### config.mk
export PLATFORM = sky130hd
export DESIGN_NAME = mem_access_unit_flat
export DESIGN_NICKNAME = d
export VERILOG_FILES = /design/src/rtl/mem_access_unit_if.sv /design/src/rtl/mem_access_unit.sv /design/src/flat_wrapper.sv
export SDC_FILE = /design/constraint.sdc
export NUM_CORES = 1
export LEC_CHECK = 0
export ABC_AREA = 1
export BUFFER_PORTS_ARGS = -buffer_cell sky130_fd_sc_hd__buf_2
export CAP_MARGIN = 20
export CORE_UTILIZATION = 53
export DETAILED_ROUTE_END_ITERATION = 10
export GPL_TIMING_DRIVEN = 0
export HOLD_SLACK_MARGIN = 0.02
export PLACE_DENSITY = 0.93
export SYNTH_ARGS = -nofsm -noshare
export SYNTH_HDL_FRONTEND = slang
export SYNTH_SLANG_ARGS = --single-unit
### constraint.sdc
create_clock -name clk -period 5.5 [get_ports clk]
set_input_delay 0.275 -clock clk [delete_from_list [all_inputs] [get_ports clk]]
set_output_delay 0.275 -clock clk [all_outputs]
set_load 0.02 [all_outputs]
### src/rtl/mem_access_unit_if.sv
// Bus bundle between the EX stage, the memory access unit, the WB stage and the SRAM.
// The slave modport is the access unit's view; master is the surrounding pipeline/SRAM view.
interface mem_access_unit_if;
  logic        req_valid;
  logic        req_ready;
  logic        req_we;
  logic [1:0]  req_size;
  logic        req_signed;
  logic [31:0] req_addr;
  logic [31:0] req_wdata;

  logic        resp_valid;
  logic        resp_ready;
  logic [31:0] resp_rdata;
  logic        resp_err;

  logic        mem_cs;
  logic        mem_oe;
  logic        mem_we;
  logic [31:0] mem_addr;
  logic [31:0] mem_din;
  logic [31:0] mem_dout;

  modport slave (
    input  req_valid, req_we, req_size, req_signed, req_addr, req_wdata,
    input  resp_ready, mem_dout,
    output req_ready, resp_valid, resp_rdata, resp_err,
    output mem_cs, mem_oe, mem_we, mem_addr, mem_din
  );

  modport master (
    output req_valid, req_we, req_size, req_signed, req_addr, req_wdata,
    output resp_ready, mem_dout,
    input  req_ready, resp_valid, resp_rdata, resp_err,
    input  mem_cs, mem_oe, mem_we, mem_addr, mem_din
  );
endinterface

### src/rtl/mem_access_unit.sv
// Load/store unit between EX and WB driving a simple SRAM with big-endian byte lanes.
// Define MISALIGN_TRAP_EN to fault misaligned/illegal accesses instead of aligning them.
module mem_access_unit #(
  parameter int unsigned SRAM_WAIT = 0
) (
  input  logic             clk,
  input  logic             rst,
  mem_access_unit_if.slave bus
);
  typedef enum logic [1:0] {IDLE = 2'd0, RD = 2'd1, WR = 2'd2, RSP = 2'd3} state_e;

  localparam logic [1:0] SZ_BYTE   = 2'b00;
  localparam logic [1:0] SZ_HALF   = 2'b01;
  localparam logic [1:0] SZ_WORD   = 2'b10;
  localparam logic [2:0] WAIT_LAST = 3'(SRAM_WAIT);

  state_e      state_q, state_d;
  logic [2:0]  wait_cnt_q, wait_cnt_d;

  logic        we_q, we_d;
  logic [1:0]  size_q, size_d;
  logic        signed_q, signed_d;
  logic [1:0]  off_q, off_d;
  logic [31:0] wdata_q, wdata_d;

  logic        mem_cs_q, mem_cs_d;
  logic        mem_oe_q, mem_oe_d;
  logic        mem_we_q, mem_we_d;
  logic [31:0] mem_addr_q, mem_addr_d;
  logic [31:0] mem_din_q, mem_din_d;
  logic        resp_valid_q, resp_valid_d;
  logic [31:0] resp_rdata_q, resp_rdata_d;
  logic        resp_err_q, resp_err_d;

  logic        accept;
  logic        rd_last;
  logic        fault;
  logic [1:0]  size_eff;
  logic [1:0]  off_eff;
  logic [7:0]  byte_val;
  logic [15:0] half_val;
  logic [31:0] load_val;
  logic [31:0] merged;

  assign accept  = (state_q == IDLE) && bus.req_valid;
  assign rd_last = (state_q == RD) && (wait_cnt_q == WAIT_LAST);

  always_comb begin : req_decode
    size_eff = (bus.req_size == 2'b11) ? SZ_WORD : bus.req_size;
    case (size_eff)
      SZ_BYTE: off_eff = bus.req_addr[1:0];
      SZ_HALF: off_eff = {bus.req_addr[1], 1'b0};
      default: off_eff = 2'b00;
    endcase
`ifdef MISALIGN_TRAP_EN
    fault = (bus.req_size == 2'b11)
         || ((bus.req_size == SZ_HALF) && bus.req_addr[0])
         || ((bus.req_size == SZ_WORD) && (bus.req_addr[1:0] != 2'b00));
`else
    fault = 1'b0;
`endif
  end

  // Next-state logic
  always_comb begin : fsm_next
    state_d = state_q;
    case (state_q)
      IDLE: begin
        if (bus.req_valid) begin
          if (fault)                                   state_d = RSP;
          else if (bus.req_we && (size_eff == SZ_WORD)) state_d = WR;
          else                                         state_d = RD;
        end
      end
      RD:      if (rd_last) state_d = we_q ? WR : RSP;
      WR:      state_d = RSP;
      RSP:     if (bus.resp_ready) state_d = IDLE;
      default: state_d = IDLE;
    endcase
  end

  // Strobes are registered from the next state so they line up with the state register.
  always_comb begin : fsm_outputs
    mem_cs_d     = (state_d == RD) || (state_d == WR);
    mem_oe_d     = (state_d == RD);
    mem_we_d     = (state_d == WR);
    resp_valid_d = (state_d == RSP);
    wait_cnt_d   = ((state_q == RD) && (state_d == RD)) ? wait_cnt_q + 3'd1 : 3'd0;
  end

  always_ff @(posedge clk or posedge rst) begin : fsm_state
    if (rst) state_q <= IDLE;
    else     state_q <= state_d;
  end

  always_ff @(posedge clk or posedge rst) begin : fsm_regs
    if (rst) begin
      mem_cs_q     <= 1'b0;
      mem_oe_q     <= 1'b0;
      mem_we_q     <= 1'b0;
      resp_valid_q <= 1'b0;
      wait_cnt_q   <= 3'd0;
    end else begin
      mem_cs_q     <= mem_cs_d;
      mem_oe_q     <= mem_oe_d;
      mem_we_q     <= mem_we_d;
      resp_valid_q <= resp_valid_d;
      wait_cnt_q   <= wait_cnt_d;
    end
  end

  always_comb begin : load_extract
    case (off_q)
      2'd0:    byte_val = bus.mem_dout[31:24];
      2'd1:    byte_val = bus.mem_dout[23:16];
      2'd2:    byte_val = bus.mem_dout[15:8];
      default: byte_val = bus.mem_dout[7:0];
    endcase
    half_val = off_q[1] ? bus.mem_dout[15:0] : bus.mem_dout[31:16];
    case (size_q)
      SZ_BYTE: load_val = {{24{signed_q & byte_val[7]}}, byte_val};
      SZ_HALF: load_val = {{16{signed_q & half_val[15]}}, half_val};
      default: load_val = bus.mem_dout;
    endcase
  end

  // Read-modify-write merge; bit-lane gi holds the byte at address offset 3-gi.
  genvar gi;
  generate
    for (gi = 0; gi < 4; gi++) begin : g_lane
      localparam logic [1:0] LANE_OFF = 2'(3 - gi);
      logic       lane_sel;
      logic [7:0] lane_data;

      always_comb begin
        case (size_q)
          SZ_BYTE: begin
            lane_sel  = (off_q == LANE_OFF);
            lane_data = wdata_q[7:0];
          end
          SZ_HALF: begin
            lane_sel  = (off_q[1] == LANE_OFF[1]);
            lane_data = wdata_q[8*(gi%2) +: 8];
          end
          default: begin
            lane_sel  = 1'b1;
            lane_data = wdata_q[8*gi +: 8];
          end
        endcase
      end

      assign merged[8*gi +: 8] = lane_sel ? lane_data : bus.mem_dout[8*gi +: 8];
    end
  endgenerate

  always_comb begin : datapath_next
    we_d         = we_q;
    size_d       = size_q;
    signed_d     = signed_q;
    off_d        = off_q;
    wdata_d      = wdata_q;
    mem_addr_d   = mem_addr_q;
    mem_din_d    = mem_din_q;
    resp_rdata_d = resp_rdata_q;
    resp_err_d   = resp_err_q;
    if (accept) begin
      we_d         = bus.req_we;
      size_d       = size_eff;
      signed_d     = bus.req_signed;
      off_d        = off_eff;
      wdata_d      = bus.req_wdata;
      resp_rdata_d = 32'h0;
      resp_err_d   = fault;
      if (!fault) begin
        mem_addr_d = {bus.req_addr[31:2], 2'b00};
        if (bus.req_we && (size_eff == SZ_WORD)) mem_din_d = bus.req_wdata;
      end
    end else if (rd_last) begin
      if (we_q) mem_din_d    = merged;
      else      resp_rdata_d = load_val;
    end
  end

  always_ff @(posedge clk or posedge rst) begin : datapath_regs
    if (rst) begin
      we_q         <= 1'b0;
      size_q       <= 2'b00;
      signed_q     <= 1'b0;
      off_q        <= 2'b00;
      wdata_q      <= 32'h0;
      mem_addr_q   <= 32'h0;
      mem_din_q    <= 32'h0;
      resp_rdata_q <= 32'h0;
      resp_err_q   <= 1'b0;
    end else begin
      we_q         <= we_d;
      size_q       <= size_d;
      signed_q     <= signed_d;
      off_q        <= off_d;
      wdata_q      <= wdata_d;
      mem_addr_q   <= mem_addr_d;
      mem_din_q    <= mem_din_d;
      resp_rdata_q <= resp_rdata_d;
      resp_err_q   <= resp_err_d;
    end
  end

  assign bus.req_ready  = (state_q == IDLE);
  assign bus.resp_valid = resp_valid_q;
  assign bus.resp_rdata = resp_rdata_q;
  assign bus.resp_err   = resp_err_q;
  assign bus.mem_cs     = mem_cs_q;
  assign bus.mem_oe     = mem_oe_q;
  assign bus.mem_we     = mem_we_q;
  assign bus.mem_addr   = mem_addr_q;
  assign bus.mem_din    = mem_din_q;
endmodule

### src/flat_wrapper.sv
// flat-port wrapper written by rule: the top's interface ports become plain ports
module mem_access_unit_flat 
#(
  parameter int unsigned SRAM_WAIT = 0
)
  (clk, rst, bus_req_valid, bus_req_we, bus_req_size, bus_req_signed, bus_req_addr, bus_req_wdata, bus_resp_ready, bus_mem_dout, bus_req_ready, bus_resp_valid, bus_resp_rdata, bus_resp_err, bus_mem_cs, bus_mem_oe, bus_mem_we, bus_mem_addr, bus_mem_din);
  mem_access_unit_if bus_i ();
  input  logic clk;
  input  logic rst;
  input wire logic [$bits(bus_i.req_valid)-1:0] bus_req_valid;
  input wire logic [$bits(bus_i.req_we)-1:0] bus_req_we;
  input wire logic [$bits(bus_i.req_size)-1:0] bus_req_size;
  input wire logic [$bits(bus_i.req_signed)-1:0] bus_req_signed;
  input wire logic [$bits(bus_i.req_addr)-1:0] bus_req_addr;
  input wire logic [$bits(bus_i.req_wdata)-1:0] bus_req_wdata;
  input wire logic [$bits(bus_i.resp_ready)-1:0] bus_resp_ready;
  input wire logic [$bits(bus_i.mem_dout)-1:0] bus_mem_dout;
  output wire logic [$bits(bus_i.req_ready)-1:0] bus_req_ready;
  output wire logic [$bits(bus_i.resp_valid)-1:0] bus_resp_valid;
  output wire logic [$bits(bus_i.resp_rdata)-1:0] bus_resp_rdata;
  output wire logic [$bits(bus_i.resp_err)-1:0] bus_resp_err;
  output wire logic [$bits(bus_i.mem_cs)-1:0] bus_mem_cs;
  output wire logic [$bits(bus_i.mem_oe)-1:0] bus_mem_oe;
  output wire logic [$bits(bus_i.mem_we)-1:0] bus_mem_we;
  output wire logic [$bits(bus_i.mem_addr)-1:0] bus_mem_addr;
  output wire logic [$bits(bus_i.mem_din)-1:0] bus_mem_din;
  assign bus_i.req_valid = bus_req_valid;
  assign bus_i.req_we = bus_req_we;
  assign bus_i.req_size = bus_req_size;
  assign bus_i.req_signed = bus_req_signed;
  assign bus_i.req_addr = bus_req_addr;
  assign bus_i.req_wdata = bus_req_wdata;
  assign bus_i.resp_ready = bus_resp_ready;
  assign bus_i.mem_dout = bus_mem_dout;
  assign bus_req_ready = bus_i.req_ready;
  assign bus_resp_valid = bus_i.resp_valid;
  assign bus_resp_rdata = bus_i.resp_rdata;
  assign bus_resp_err = bus_i.resp_err;
  assign bus_mem_cs = bus_i.mem_cs;
  assign bus_mem_oe = bus_i.mem_oe;
  assign bus_mem_we = bus_i.mem_we;
  assign bus_mem_addr = bus_i.mem_addr;
  assign bus_mem_din = bus_i.mem_din;
  mem_access_unit #(.SRAM_WAIT(SRAM_WAIT)) u_core (.clk(clk), .rst(rst), .bus(bus_i));
endmodule
## Yosys cells after proc, flatten, opt, wreduce, memory -nomap -nowiden

Index checks and enable logic that the tools add are counted.

| word-level totals | value |
|---|---|
| register bits after elaboration | 141 |
| input port bits | 104 |

| operators by class | value |
|---|---|
| reduce and logical (&&, ||, !) cells | 15 |
| equal/unequal tests | 15 |
| bitwise gates (word level) | 3 |
| multiplexer cells | 30 |
| add/subtract/negate cells | 1 |

Operators by type and width:

| operator | count |
|---|---|
| 32-bit two-way mux | 7 |
| 32-bit one-hot mux with 2 select lines | 1 |
| 8-bit two-way mux | 6 |
| 8-bit one-hot mux with 3 select lines | 1 |
| 2-bit == test, second input constant | 8 |
| 16-bit two-way mux | 1 |
| 8-bit one-hot mux with 2 select lines | 1 |
| 2-bit by 1-bit == test with 1-bit output, second input constant | 5 |
| 2-bit two-way mux | 5 |
| 2-bit logical NOT | 4 |
| 1-bit one-hot mux with 2 select lines | 4 |
| 2-bit one-hot mux with 4 select lines | 1 |
| 1-bit logical AND | 4 |
| 2-bit != test, second input constant | 2 |
| 2-bit one-hot mux with 2 select lines | 1 |
| 2-bit nonzero test | 2 |
| 3-bit by 1-bit adder with 3-bit output, second input constant | 1 |
| 3-bit logical NOT | 1 |
| 3-bit two-way mux | 1 |
| 3-bit AND reduction | 1 |
| 1-bit bitwise AND | 2 |
| 2-bit AND reduction | 1 |
| 2-bit OR reduction | 1 |
| 1-bit logical OR | 1 |
| 2 further kinds | 2 |

## Longest topological paths before layout

| logic depth | value |
|---|---|
| depth in word-level cells | 10 |
| gate-level depth with buffers | 11 |
| gate-level depth less buffers | 10 |

## Worst setup path before layout

OpenSTA, ideal clock, no wires.

| path | value |
|---|---|
| path kind | register -> register |
| start point | register u_core.state_q[0] |
| end point | register u_core.mem_din_q[11] (netlist: u_core.bus.mem_din[11]) |
| buffers on the path | 2 |
| arrival time | 1.361 ns |
| path slack | 4.017 ns |
| data required time | 5.378 ns |
| setup time | 0.122 ns |
| cell stages (with the launch flop) | 9 |
| cells stage by stage | dfrtp_1 nor2_4 nand2_2 buf_6 nand2_1 nand3_2 buf_2 nor2_1 a21oi_1 |

| between the ends | value |
|---|---|
| longest elaborated chain between the ends | 4 |
| elaborated cells on any way between the ends | 9 |

RTL lines:

| element | RTL line | text |
|---|---|---|
| start, declared | mem_access_unit.sv:17 | `state_e state_q, state_d;` |
| start signal, assigned | mem_access_unit.sv:93 | `else state_q <= state_d;` |
| 2-bit logical NOT * | n/a |  |
| via bus_req_ready | flat_wrapper.sv:18 | `output wire logic [$bits(bus_i.req_ready)-1:0] bus_req_ready;` |
| 1-bit logical AND * | mem_access_unit.sv:45 | `assign accept = (state_q == IDLE) && bus.req_valid;` |
| 2-bit != test (no source line) / 2-bit nonzero test (equally long branches) | n/a |  |
| 3-bit AND reduction (no source line) | n/a |  |
| end signal, assigned | mem_access_unit.sv:202 | `mem_din_q <= mem_din_d;` |
| end, declared | mem_access_unit.sv:30 | `logic [31:0] mem_din_q, mem_din_d;` |

The timed path passes the listed nets; every way through them passes the cells marked *.
A chain may end at the register's enable or synchronous reset.

## Worst setup path in the final report

| path | value |
|---|---|
| start point | register u_core.wait_cnt_q[0] |
| end point | register u_core.resp_rdata_q[30] (netlist: u_core.bus.resp_rdata[30]) |

| between the ends | value |
|---|---|
| longest elaborated chain between the ends | 4 |

RTL lines:

| element | RTL line | text |
|---|---|---|
| start, declared | mem_access_unit.sv:18 | `logic [2:0] wait_cnt_q, wait_cnt_d;` |
| start signal, assigned | mem_access_unit.sv:108 | `wait_cnt_q <= wait_cnt_d;` |
| 3-bit logical NOT | mem_access_unit.sv:46 | `assign rd_last = (state_q == RD) && (wait_cnt_q == WAIT_LAST);` |
| 1-bit logical AND | mem_access_unit.sv:46 |  |
| 2-bit nonzero test (no source line) | n/a |  |
| 2-bit AND reduction (no source line) | n/a |  |
| end signal, assigned | mem_access_unit.sv:203 | `resp_rdata_q <= resp_rdata_d;` |
| end, declared | mem_access_unit.sv:32 | `logic [31:0] resp_rdata_q, resp_rdata_d;` |

No other way between the ends.

==> flow_summary.json <==
{
  "cts_tree": "yes",
  "path_max_fanout": 10,
  "avgSynthCellArea_um2": 7.32,
  "ant_nets": 0,
  "ios": 206,
  "area_delta_synth_final_pct": 26.1,
  "crit_path_start_kind": "register",
  "skew_ns": 0.0110,
  "drt-total-wl_um": 23200,
  "post-route-period-util": 0.352,
  "root_buffer": "clkbuf_16",
  "initial_utilization": 0.547,
  "synth-seq-area-share": 0.483,
  "setup-tns-final_ns": 0,
  "drt_iter0_drc": 630,
  "r2r-end": "u_core.bus.resp_rdata[30]$_DFFE_PP0P_",
  "grt_usage": 0.344,
  "core_area_mm2": 0.0133,
  "required_ns": 5.87,
  "worstRegToRegCells": 9,
  "rows": 42,
  "setup_viol": 0,
  "overflow": 0,
  "worst_hold_slack_ns": 0.0300,
  "synth_cell_types": 27,
  "slew_violations": 0,
  "dp_hpwl_um": 17200,
  "clk_latency_ns": 0.44,
  "diodes": 0,
  "min_path_type": "input pin to register",
  "antenna_found_initial": 0,
  "clkSinkCount": 141,
  "cts_setup_buffers": 0,
  "worstReg2RegStart": "u_core.wait_cnt_q[0]$_DFF_PP0_",
  "ir_worst_vdd_mv": 0.360,
  "htreeDepth": 4,
  "firstDrtPassIters": 6,
  "clkTransAtPathRegs_ns": 0.06,
  "slew_headroom": 0.530,
  "worstHoldEndpoint": "u_core.bus.mem_addr[15]$_DFFE_PP0P_",
  "vias": 7420,
  "dp.cells": 1379,
  "outcome": "finished, final reports clean",
  "path_class": "register to register",
  "r2r_setup_slack_ns": 3.56,
  "grt_max_degree": 79,
  "ys.flop_type": "dfrtp_1",
  "power_density_mw_per_mm2": 664,
  "numPortBuffers": 202,
  "cts_buffer_depth": 2,
  "min-delay-start": "bus_req_addr[15]",
  "critPathCaptureType": "register",
  "synth_edf_count": 0,
  "drt_drc_violations_left": 0,
  "viasPerCell": 5.26,
  "die_area_mm2": 0.0142,
  "arrival_ns": 2.30,
  "chipWidth_um": 119,
  "fmax_mhz": 517,
  "gp_congestion": 1.01,
  "die-height_um": 119,
  "finalNonFillerCells": 1411,
  "syn-cell-area_mm2": 0.00730,
  "grt_pass1_wl_um": 36900,
  "whs_path_depth": 3,
  "leakage_nw": 5.23,
  "finalHoldViolations": 0,
  "post-route-min-period_ns": 1.94,
  "grt_pass1_vias": 7359,
  "worst_pin_slew_ns": 0.704,
  "netlist_instances": 998,
  "max-cap-violations": 0,
  "rsz0062_at_grt": "false",
  "drive_gt1_frac": 0.255,
  "async_reset_ff_frac": 1.00,
  "ys_seq_elements": 141,
  "cts-buffers-inserted": 17,
  "ys_warn_count": 0,
  "wire_per_inst_um": 16.5,
  "layout.nets": 1333
}
## worst max-delay path, stage by stage, from the launching register on
cell	delay (ns)
dfrtp_1	0.41
inv_1	0.08
ha_1	0.13
nand2_1	0.10
nor2_1	0.21
nand2_1	0.25
buf_1	0.32
a21oi_1	0.24
nand2_2	0.07
nand2_1	0.06
## registers in the layout, indices dropped and copies added (netlist names)
name and count:
u_core.bus.mem_addr 30, u_core.bus.mem_cs 1, u_core.bus.mem_din 32, u_core.bus.mem_oe 1, u_core.bus.mem_we 1, u_core.bus.resp_rdata 32
u_core.bus.resp_valid 1, u_core.off_q 2, u_core.signed_q 1, u_core.size_q 2, u_core.state_q 2, u_core.wait_cnt_q 3
u_core.wdata_q 32, u_core.we_q 1
## cell usage in the layout (no fill, tap or decap), types with 3 or more instances in the layout
| cell | synthesis | final |
|---|---|---|
| buf_2 | 24 | 226 |
| buf_6 | 7 | 7 |
| clkbuf_1 | 11 | 13 |
| o22ai_1 | 6 | 6 |
| nand2_4 | 3 | 3 |
| dfrtp_1 | 141 | 141 |
| o21bai_1 | 3 | 3 |
| clkbuf_16 | 0 | 17 |
| nand2_2 | 23 | 23 |
| o21ai_0 | 60 | 60 |
| buf_4 | 12 | 12 |
| inv_1 | 68 | 67 |
| ha_1 | 6 | 6 |
| nand3_1 | 49 | 49 |
| conb_1 | 1 | 3 |
| nand2_1 | 397 | 397 |
| inv_2 | 6 | 6 |
| nor2_4 | 3 | 3 |
| bufinv_16 | 0 | 4 |
| nor2_1 | 130 | 130 |
| a21oi_1 | 36 | 36 |
## routing by layer
layer / global-route usage / up-vias / wire (um)
li1: - / 3526 / -
met1: 0.438 / 3444 / 9540
met2: 0.551 / 387 / 10900
met3: 0.0795 / 63 / 2000
met4: 0.170 / 0 / 852
met5: 0 / - / 0
## synthesized netlist by cell type (6+ instances only)
cell	count	area, um2
clkbuf_1	11	41.3
buf_2	24	120
buf_4	12	90.1
inv_2	6	22.5
nor2_1	130	488
o21ai_0	60	300
nand2_2	23	144
a21oi_1	36	180
o22ai_1	6	37.5
inv_1	68	255
nand2_1	397	1490
dfrtp_1	141	3530
buf_6	7	78.8
ha_1	6	75.1
nand3_1	49	245
## how the worst max path moves through the flow
stage                                            end                           start  cells past startpoint
2_1_floorplan    u_core.bus.mem_addr[10]$_DFFE_PP0P_                             rst                      1
4_1_cts        u_core.bus.resp_rdata[31]$_DFFE_PP0P_  u_core.wait_cnt_q[0]$_DFF_PP0_                      9
3_3_place_gp    u_core.bus.resp_rdata[4]$_DFFE_PP0P_                             rst                      2
5_1_grt        u_core.bus.resp_rdata[31]$_DFFE_PP0P_  u_core.wait_cnt_q[0]$_DFF_PP0_                      9
3_5_place_dp    u_core.bus.resp_rdata[6]$_DFFE_PP0P_  u_core.wait_cnt_q[0]$_DFF_PP0_                      9
6_report       u_core.bus.resp_rdata[30]$_DFFE_PP0P_  u_core.wait_cnt_q[0]$_DFF_PP0_                      9
## cells by family after synthesis
kind of cell,share of synthesized area
and+or+nand+nor,0.341
DFF,0.483
xor gates and xnor gates,0.00120
buffers and inverters,0.0843
other,0.000514
AOI/OAI and AO/OA,0.0799
adders and majority gates,0.0103
## power by group
group,switching (mW),internal [mW]
registers,0.291,1.52
clock network,0.443,0.780
logic,2.07,1.01
total,2.80,3.31
## stage by stage
step | power, mW | utilization | worst slack [ns] | cell area [um2]
final | 6.11 | 0.690 | 3.56 | 9210
after global routing | 6.53 | 0.690 | 3.44 | 9210
after CTS | 6.07 | 0.690 | 3.61 | 9210
after detailed placement | 4.82 | 0.642 | 3.68 | 8570
after global placement | 4.74 | 0.640 | 0.0473 | 8540
after floorplan | 3.88 | - | 1.44 | 7310
## cell type report
type | count | area [um2]
sequential | 141 | 3530
fill | 1103 | 4140
clock buffer | 21 | 460
multi-input combinational | 729 | 3160
buffer | 56 | 338
tap | 176 | 220
inverter | 74 | 283
timing repair buffer | 204 | 1050
clock inverter | 10 | 163
## timing repair
action	CTS	global route
gates resized for setup	0	0
setup endpoints to repair	0	0
hold buffers	1	0
endpoints found under the hold margin	77	0
Power figures use the tool's default switching activity.
